### config.mk
export PLATFORM = sky130hd
export DESIGN_NAME = bcd_countdown_timer
export DESIGN_NICKNAME = d
export VERILOG_FILES = /design/src/rtl/bcd_countdown_timer.sv
export SDC_FILE = /design/constraint.sdc
export NUM_CORES = 1
export LEC_CHECK = 0
export ABC_AREA = 1
export BUFFER_PORTS_ARGS = -buffer_cell sky130_fd_sc_hd__buf_2
export CAP_MARGIN = 30
export CELL_PAD_IN_SITES_DETAIL_PLACEMENT = 1
export CELL_PAD_IN_SITES_GLOBAL_PLACEMENT = 2
export CORE_MARGIN = 3
export CORE_UTILIZATION = 29
export CTS_BUF_LIST = sky130_fd_sc_hd__clkbuf_4 sky130_fd_sc_hd__clkbuf_8 sky130_fd_sc_hd__clkbuf_16
export DETAILED_ROUTE_END_ITERATION = 10
export HOLD_SLACK_MARGIN = 0.05
export PLACE_DENSITY = 0.81
export SYNTH_ARGS = -nofsm -noshare
export SYNTH_HDL_FRONTEND = slang
export SYNTH_SLANG_ARGS = --single-unit
export TNS_END_PERCENT = 100
### constraint.sdc
create_clock -name clk_i -period 4.9 [get_ports clk_i]
set_input_delay 0.245 -clock clk_i [delete_from_list [all_inputs] [get_ports clk_i]]
set_output_delay 0.245 -clock clk_i [all_outputs]
set_load 0.05 [all_outputs]
### src/rtl/bcd_countdown_timer.sv
// BCD minutes:seconds countdown timer with keypad entry, start/pause/cancel and on-chip 1 s prescaler.
// Latency: key entry and control take effect on the next clk edge; tc is a registered one-cycle pulse.
// Backpressure: none; strobes are sampled every cycle with priority clr > cancel > pause > start > add30 > key_valid.
//
// Optional feature macro: TIMER_ADD30_EN (add30 adds 30 s, saturating; quick-starts from IDLE/DONE).
//
// Ports:
//   clk_i          rising-edge clock
//   clr_i          synchronous active-high reset
//   key_valid_i    one-cycle keypad strobe, key_digit_i is the entered BCD digit (>9 ignored)
//   start_i        begin / resume countdown
//   pause_i        suspend countdown
//   cancel_i       abort and clear all digits
//   add30_i        add 30 s (only with TIMER_ADD30_EN)
//   sec_ones_o     seconds units digit
//   sec_tens_o     seconds tens digit
//   mins_o         minute digits, digit 0 in [3:0]
//   running_o      high while counting
//   zero_o         all digits are zero
//   tc_o           one-cycle pulse when a decrement reaches 0:00
module bcd_countdown_timer #(
    parameter int MIN_DIGITS = 1,
    parameter int TICK_DIV   = 1
) (
    input  logic                    clk_i,
    input  logic                    clr_i,
    input  logic                    key_valid_i,
    input  logic [3:0]              key_digit_i,
    input  logic                    start_i,
    input  logic                    pause_i,
    input  logic                    cancel_i,
    input  logic                    add30_i,
    output logic [3:0]              sec_ones_o,
    output logic [3:0]              sec_tens_o,
    output logic [4*MIN_DIGITS-1:0] mins_o,
    output logic                    running_o,
    output logic                    zero_o,
    output logic                    tc_o
);

    localparam int MW = 4 * MIN_DIGITS;
    localparam int PW = (TICK_DIV > 1) ? $clog2(TICK_DIV) : 1;
    localparam logic [PW-1:0] PRESC_MAX = PW'(TICK_DIV - 1);

    typedef enum logic [1:0] {ST_IDLE, ST_RUN, ST_PAUSE, ST_DONE} state_t;

    state_t          state_q, state_d;
    logic [3:0]      sec_ones_q, sec_ones_d;
    logic [3:0]      sec_tens_q, sec_tens_d;
    logic [MW-1:0]   mins_q, mins_d;
    logic [PW-1:0]   presc_q, presc_d;
    logic            tc_q, tc_d;

    logic            tick;
    logic            key_ok;
    logic [3:0]      dec_ones, dec_tens;
    logic [MW-1:0]   dec_mins;
    logic            dec_borrow;
    logic            dec_zero;

    assign tick   = (presc_q == PRESC_MAX);
    assign key_ok = key_valid_i && (key_digit_i <= 4'd9);

    // One-second BCD decrement. A seconds-tens digit entered above 5 simply
    // counts down from where it is; only a borrow out of zero reloads 5.
    always_comb begin
        dec_borrow = 1'b0;
        if (sec_ones_q == 4'd0) begin
            dec_ones   = 4'd9;
            dec_borrow = 1'b1;
        end else begin
            dec_ones = sec_ones_q - 4'd1;
        end
        dec_tens = sec_tens_q;
        if (dec_borrow) begin
            if (sec_tens_q == 4'd0) begin
                dec_tens = 4'd5;
            end else begin
                dec_tens   = sec_tens_q - 4'd1;
                dec_borrow = 1'b0;
            end
        end
        dec_mins = mins_q;
        for (int i = 0; i < MIN_DIGITS; i++) begin
            if (dec_borrow) begin
                if (mins_q[4*i +: 4] == 4'd0) begin
                    dec_mins[4*i +: 4] = 4'd9;
                end else begin
                    dec_mins[4*i +: 4] = mins_q[4*i +: 4] - 4'd1;
                    dec_borrow         = 1'b0;
                end
            end
        end
        dec_zero = (dec_mins == '0) && (dec_tens == 4'd0) && (dec_ones == 4'd0);
    end

`ifdef TIMER_ADD30_EN
    logic [3:0]    base_ones, base_tens;
    logic [MW-1:0] base_mins;
    logic [3:0]    add_ones, add_tens;
    logic [MW-1:0] add_mins;
    logic [4:0]    add_tens_sum;
    logic [4:0]    add_tens_wrap;
    logic          add_carry;

    // In RUN the add is applied on top of this edge's decrement so no second is lost.
    always_comb begin
        if ((state_q == ST_RUN) && tick) begin
            base_ones = dec_ones;
            base_tens = dec_tens;
            base_mins = dec_mins;
        end else begin
            base_ones = sec_ones_q;
            base_tens = sec_tens_q;
            base_mins = mins_q;
        end
    end

    always_comb begin
        add_carry     = 1'b0;
        add_ones      = base_ones;
        add_tens_sum  = {1'b0, base_tens} + 5'd3;
        add_tens_wrap = add_tens_sum - 5'd6;
        add_tens      = add_tens_sum[3:0];
        if (add_tens_sum > 5'd5) begin
            add_tens  = add_tens_wrap[3:0];
            add_carry = 1'b1;
        end
        add_mins = base_mins;
        for (int i = 0; i < MIN_DIGITS; i++) begin
            if (add_carry) begin
                if (base_mins[4*i +: 4] >= 4'd9) begin
                    add_mins[4*i +: 4] = 4'd0;
                end else begin
                    add_mins[4*i +: 4] = base_mins[4*i +: 4] + 4'd1;
                    add_carry          = 1'b0;
                end
            end
        end
        // Carry out of the top minute digit: clamp to the largest displayable time.
        if (add_carry) begin
            for (int i = 0; i < MIN_DIGITS; i++) begin
                add_mins[4*i +: 4] = 4'd9;
            end
            add_tens = 4'd5;
            add_ones = 4'd9;
        end
    end
`else
    logic unused_add30;
    assign unused_add30 = add30_i;
`endif

    always_comb begin
        state_d    = state_q;
        sec_ones_d = sec_ones_q;
        sec_tens_d = sec_tens_q;
        mins_d     = mins_q;
        presc_d    = presc_q;
        tc_d       = 1'b0;

        if (cancel_i) begin
            state_d    = ST_IDLE;
            sec_ones_d = 4'd0;
            sec_tens_d = 4'd0;
            mins_d     = '0;
            presc_d    = '0;
        end else begin
            unique case (state_q)
                ST_IDLE, ST_DONE: begin
                    // start is swallowed here in DONE (display is 0:00 anyway) and
                    // when the display is zero in IDLE; pause has no meaning here.
                    if (!pause_i && !start_i) begin
`ifdef TIMER_ADD30_EN
                        if (add30_i) begin
                            state_d    = ST_RUN;
                            presc_d    = '0;
                            sec_ones_d = add_ones;
                            sec_tens_d = add_tens;
                            mins_d     = add_mins;
                        end else
`endif
                        if (key_ok) begin
                            state_d    = ST_IDLE;
                            sec_ones_d = key_digit_i;
                            sec_tens_d = sec_ones_q;
                            mins_d[3:0] = sec_tens_q;
                            for (int i = 1; i < MIN_DIGITS; i++) begin
                                mins_d[4*i +: 4] = mins_q[4*(i-1) +: 4];
                            end
                        end
                    end else if (!pause_i && (state_q == ST_IDLE) && !zero_o) begin
                        state_d = ST_RUN;
                        presc_d = '0;
                    end
                end
                ST_RUN: begin
                    if (pause_i) begin
                        state_d = ST_PAUSE;
                    end else begin
                        presc_d = tick ? '0 : presc_q + PW'(1);
`ifdef TIMER_ADD30_EN
                        if (add30_i) begin
                            sec_ones_d = add_ones;
                            sec_tens_d = add_tens;
                            mins_d     = add_mins;
                        end else
`endif
                        if (tick) begin
                            sec_ones_d = dec_ones;
                            sec_tens_d = dec_tens;
                            mins_d     = dec_mins;
                            if (dec_zero) begin
                                tc_d    = 1'b1;
                                state_d = ST_DONE;
                            end
                        end
                    end
                end
                ST_PAUSE: begin
                    // Prescaler is left untouched so a resume finishes the partial second.
                    if (!pause_i) begin
                        if (start_i) begin
                            state_d = ST_RUN;
                        end
`ifdef TIMER_ADD30_EN
                        else if (add30_i) begin
                            sec_ones_d = add_ones;
                            sec_tens_d = add_tens;
                            mins_d     = add_mins;
                        end
`endif
                    end
                end
                default: state_d = ST_IDLE;
            endcase
        end
    end

    always_ff @(posedge clk_i) begin
        if (clr_i) begin
            state_q    <= ST_IDLE;
            sec_ones_q <= 4'd0;
            sec_tens_q <= 4'd0;
            mins_q     <= '0;
            presc_q    <= '0;
            tc_q       <= 1'b0;
        end else begin
            state_q    <= state_d;
            sec_ones_q <= sec_ones_d;
            sec_tens_q <= sec_tens_d;
            mins_q     <= mins_d;
            presc_q    <= presc_d;
            tc_q       <= tc_d;
        end
    end

    assign sec_ones_o = sec_ones_q;
    assign sec_tens_o = sec_tens_q;
    assign mins_o     = mins_q;
    assign running_o  = (state_q == ST_RUN);
    assign zero_o     = (mins_q == '0) && (sec_tens_q == 4'd0) && (sec_ones_q == 4'd0);
    assign tc_o       = tc_q;

endmodule

==> out/summary.md <==
The run finished with clean final reports. The worst setup path is launched from a flip-flop. The number of library cell types mapped by synthesis was 26; the overall fraction of global-route tracks in use was 15.0%. In this run the worst setup path begins at state_q[1]. The cell leakage power was 0.540 nW.

The total area inside the core boundary comes to 3390 sq um. The root buffer cell chosen for the clock tree is sky130_fd_sc_hd__clkbuf_4. The final critical path takes up 51.2% of the cycle. In this run the cell area measured after placement is 1190 sq um. Clock-pin slew was measured on the worst setup and hold paths at 100 ps.

The overall power was 0.382 mW; the worst-case setup slack after placement was 2380 ps. The power per unit of standard cell area is 313 nW/um^2, and the vertical extent of the die is 65.6 um. Number of buffers inserted by port buffering: 24.

The tools report the final standard cell utilization of the core as 36.0%. Data on the critical path arrives at its endpoint at 2740 ps. The worst register-to-register path has a depth of 10. The final critical-path setup slack is 2390 ps, and the last weighted congestion value of the routability-driven placer is 0.845.

The net count after synthesis is 170, and the number of antenna-violating nets in the routed design is 0. Yosys attributes the largest share of cell area to sky130_fd_sc_hd__dfxtp_1 (29%), sky130_fd_sc_hd__nand2_1 (13%), sky130_fd_sc_hd__a21oi_1 (6.8%), sky130_fd_sc_hd__o21ai_0 (6.3%), sky130_fd_sc_hd__inv_1 (6.2%). The biggest area contributor in the post-synthesis netlist is sky130_fd_sc_hd__dfxtp_1.

The run gives 0.000120 V as the worst ir drop on vdd. The average wire per cell in the routed design was 13.1 um. Setup total negative slack on the finished layout was measured at 0 ps.

A synthesized cell averages 6.60 sq um. The run gives 2270 um as the HPWL after detailed placement. The worst hold path was traced through 4 stages.

After clock tree synthesis, the flow added hold-fix buffers numbering 0. The Yosys step of the flow raised 0 warnings. The vias per cell works out to 4.76. In the synthesized netlist, the number of instances is 156. Gates resized during post-CTS repair numbered 0. The tool flagged a number of max-cap violations equal to 0. The sequential-to-total area share from yosys stat came out at 29.2%.

The worst hold path terminates at state_q[0]. Worst reg2reg path endpoint: sec_tens_o[0]. For this block, the initial DRC count from the detailed router was 41. The post-layout net count was 195. Across all register-to-register paths, the minimum setup slack is 2390 ps. Summed over all layers, the routed wires come to 2960 um. The shortest period the worst path allows works out to 2510 ps.

Measured against its own limit, the worst slew margin works out to 63.4%. Across the routed clock network, the largest skew measured is 7.91 ps. For the level count of the clock H-tree, the log shows 1. The worst hold path startpoint was cancel_i.

For the insertion delay to the later sink of the worst-skew pair, the log shows 290 ps. Clock tree synthesis inserted a total of 3 buffers. In the final layout, the share of cells above drive strength 1 is 27.2%. The synthesized design contains 0 enable-type register cells.

The run gives 1,099 as the number of global-route vias before repair. Async set or reset register ratio after synthesis: 0%. In this run the worst path has a maximum fanout of 15. Row generation in the floorplan step produced 21 rows. Setup violations remaining at the end of the flow were counted as 0. The count of antenna diodes in the layout is 0. The number of flip-flops and latches in the synthesized netlist came out at 15. The initial core utilization was 30.4%.

Setup repair after global routing left no endpoint under its margin. The leading cell type by number of instances after synthesis is sky130_fd_sc_hd__nand2_1. The mapped netlist covers 1030 sq um. The area growth from synthesis to layout was 18.6%; the final count of hold timing violations was 0.

Measured along the x axis, the die boundary spans 65.6 um. With fillers left out, the area of the finished cells amounts to 1220 sq um. For the number of buffers on the longest clock path, the log shows 2. The slew at the pin with the worst max-slew slack came out at 549 ps. Summed over all layers, the global routing overflow is 0. The main flop type after synthesis was sky130_fd_sc_hd__dfxtp_1. The first global-routing pass estimated 5030 um of wire. In the routed design, unresolved DRC markers number 0. Maximum number of pins on one net before global-route repair: 16.

The type of element capturing the critical path was a flip-flop. TritonCTS built the clock tree. The first TritonRoute pass finished after 4 iterations. The worst setup path is of the flip-flop to flip-flop kind. By count the netlist is led by sky130_fd_sc_hd__nand2_1 (35), sky130_fd_sc_hd__inv_1 (17), sky130_fd_sc_hd__dfxtp_1 (15). For the number of antenna violations at the first check in global routing, the log shows 0. The startpoint identified for the worst register-to-register timing path is state_q[1]. The logs give 4300 sq um for the overall die area and 0.398 GHz for the highest clock frequency the design can meet. The final-report max-slew violation count was 0; the worst endpoint required time was 5130 ps. The final route contains 1,076 vias. For the buffers inserted during post-CTS setup optimization, the log shows 0. Clock tree synthesis found a total of 15 sinks.

The top cell type by area accounts for 29.2% of the synthesized area. For this design the top-level I/O count stands at 26. In this run the worst hold path is classified as input pin to flip-flop.
## cells by family (layout without fill, tap and decap cells)
group,Yosys count,after routing,share of synthesized area (%)
fa+ha+maj,3,3,3.65
buf+inv,26,50,9.60
simple gates,69,69,33.8
flops,15,15,29.2
compound gates,43,43,23.8
## per-stage QoR
step                      hold slack [ps]  cells
after floorplan                       426    156
after global placement                500    222
after detailed placement              514    222
after CTS                             270    226
after global routing                  295    226
final                                 287    226
## worst max-delay path, stage by stage, from the launching register on
cell,delay [ps]
sky130_fd_sc_hd__dfxtp_1,320
sky130_fd_sc_hd__inv_1,110
sky130_fd_sc_hd__ha_1,520
sky130_fd_sc_hd__inv_2,250
sky130_fd_sc_hd__o21ai_1,200
sky130_fd_sc_hd__nor2_1,60
sky130_fd_sc_hd__nand2_1,410
sky130_fd_sc_hd__inv_2,200
sky130_fd_sc_hd__o21ai_1,180
sky130_fd_sc_hd__nand2_1,80
sky130_fd_sc_hd__a21oi_1,120
## placed cells by master, fill, tap and decap left out, types with 3 or more instances in the layout
cell type,netlist,final
sky130_fd_sc_hd__nor2_1,12,12
sky130_fd_sc_hd__dfxtp_1,15,15
sky130_fd_sc_hd__nand2_1,35,35
sky130_fd_sc_hd__ha_1,3,3
sky130_fd_sc_hd__nand3_1,3,3
sky130_fd_sc_hd__o21ai_0,13,13
sky130_fd_sc_hd__nand2_2,3,3
sky130_fd_sc_hd__a21oi_1,14,14
sky130_fd_sc_hd__inv_2,5,5
sky130_fd_sc_hd__o21ai_1,8,8
sky130_fd_sc_hd__nor3_1,3,3
sky130_fd_sc_hd__inv_1,17,17
sky130_fd_sc_hd__nor2_2,3,3
sky130_fd_sc_hd__clkbuf_4,0,4
sky130_fd_sc_hd__buf_2,1,24
sky130_fd_sc_hd__a221oi_1,3,3
## sequential cells by signal, indices dropped and copies added (netlist names)
signal      count
mins_o          4
sec_ones_o      4
sec_tens_o      4
state_q         2
tc_o            1
## power breakdown
| group | switching (mW) | internal [mW] |
|---|---|---|
| clock | 0.0443 | 0.0372 |
| sequential | 0.00722 | 0.128 |
| combinational | 0.117 | 0.0476 |
| total | 0.169 | 0.213 |
## cell type report
cell class | count | area [sq um]
Fill cell | 468 | 2170
Multi-Input combinational cell | 115 | 631
Sequential cell | 15 | 300
Timing Repair Buffer | 24 | 120
Inverter | 22 | 82.6
Tap cell | 46 | 57.6
Clock buffer | 4 | 30.0
## metal layers
metal / vias up / part of all wire [%] / GRT usage (%)
met5: - / 0 / 0
met1: 495 / 51 / 19.8
li1: 558 / - / -
met4: 0 / 0.64 / 5.44
met2: 21 / 45 / 24.4
met3: 2 / 3.4 / 2.39
## how the worst max path moves through the flow
stage	to	cells past startpoint	slack [ps]
global route	sec_tens_o[0]	10	2080
floorplan	mins_o[3]	9	2930
finish	sec_tens_o[0]	10	2390
global placement	sec_tens_o[0]	10	2460
detailed placement	sec_tens_o[0]	10	2380
CTS	sec_tens_o[0]	10	2350
Note: power is estimated with default switching activity, not from simulation.
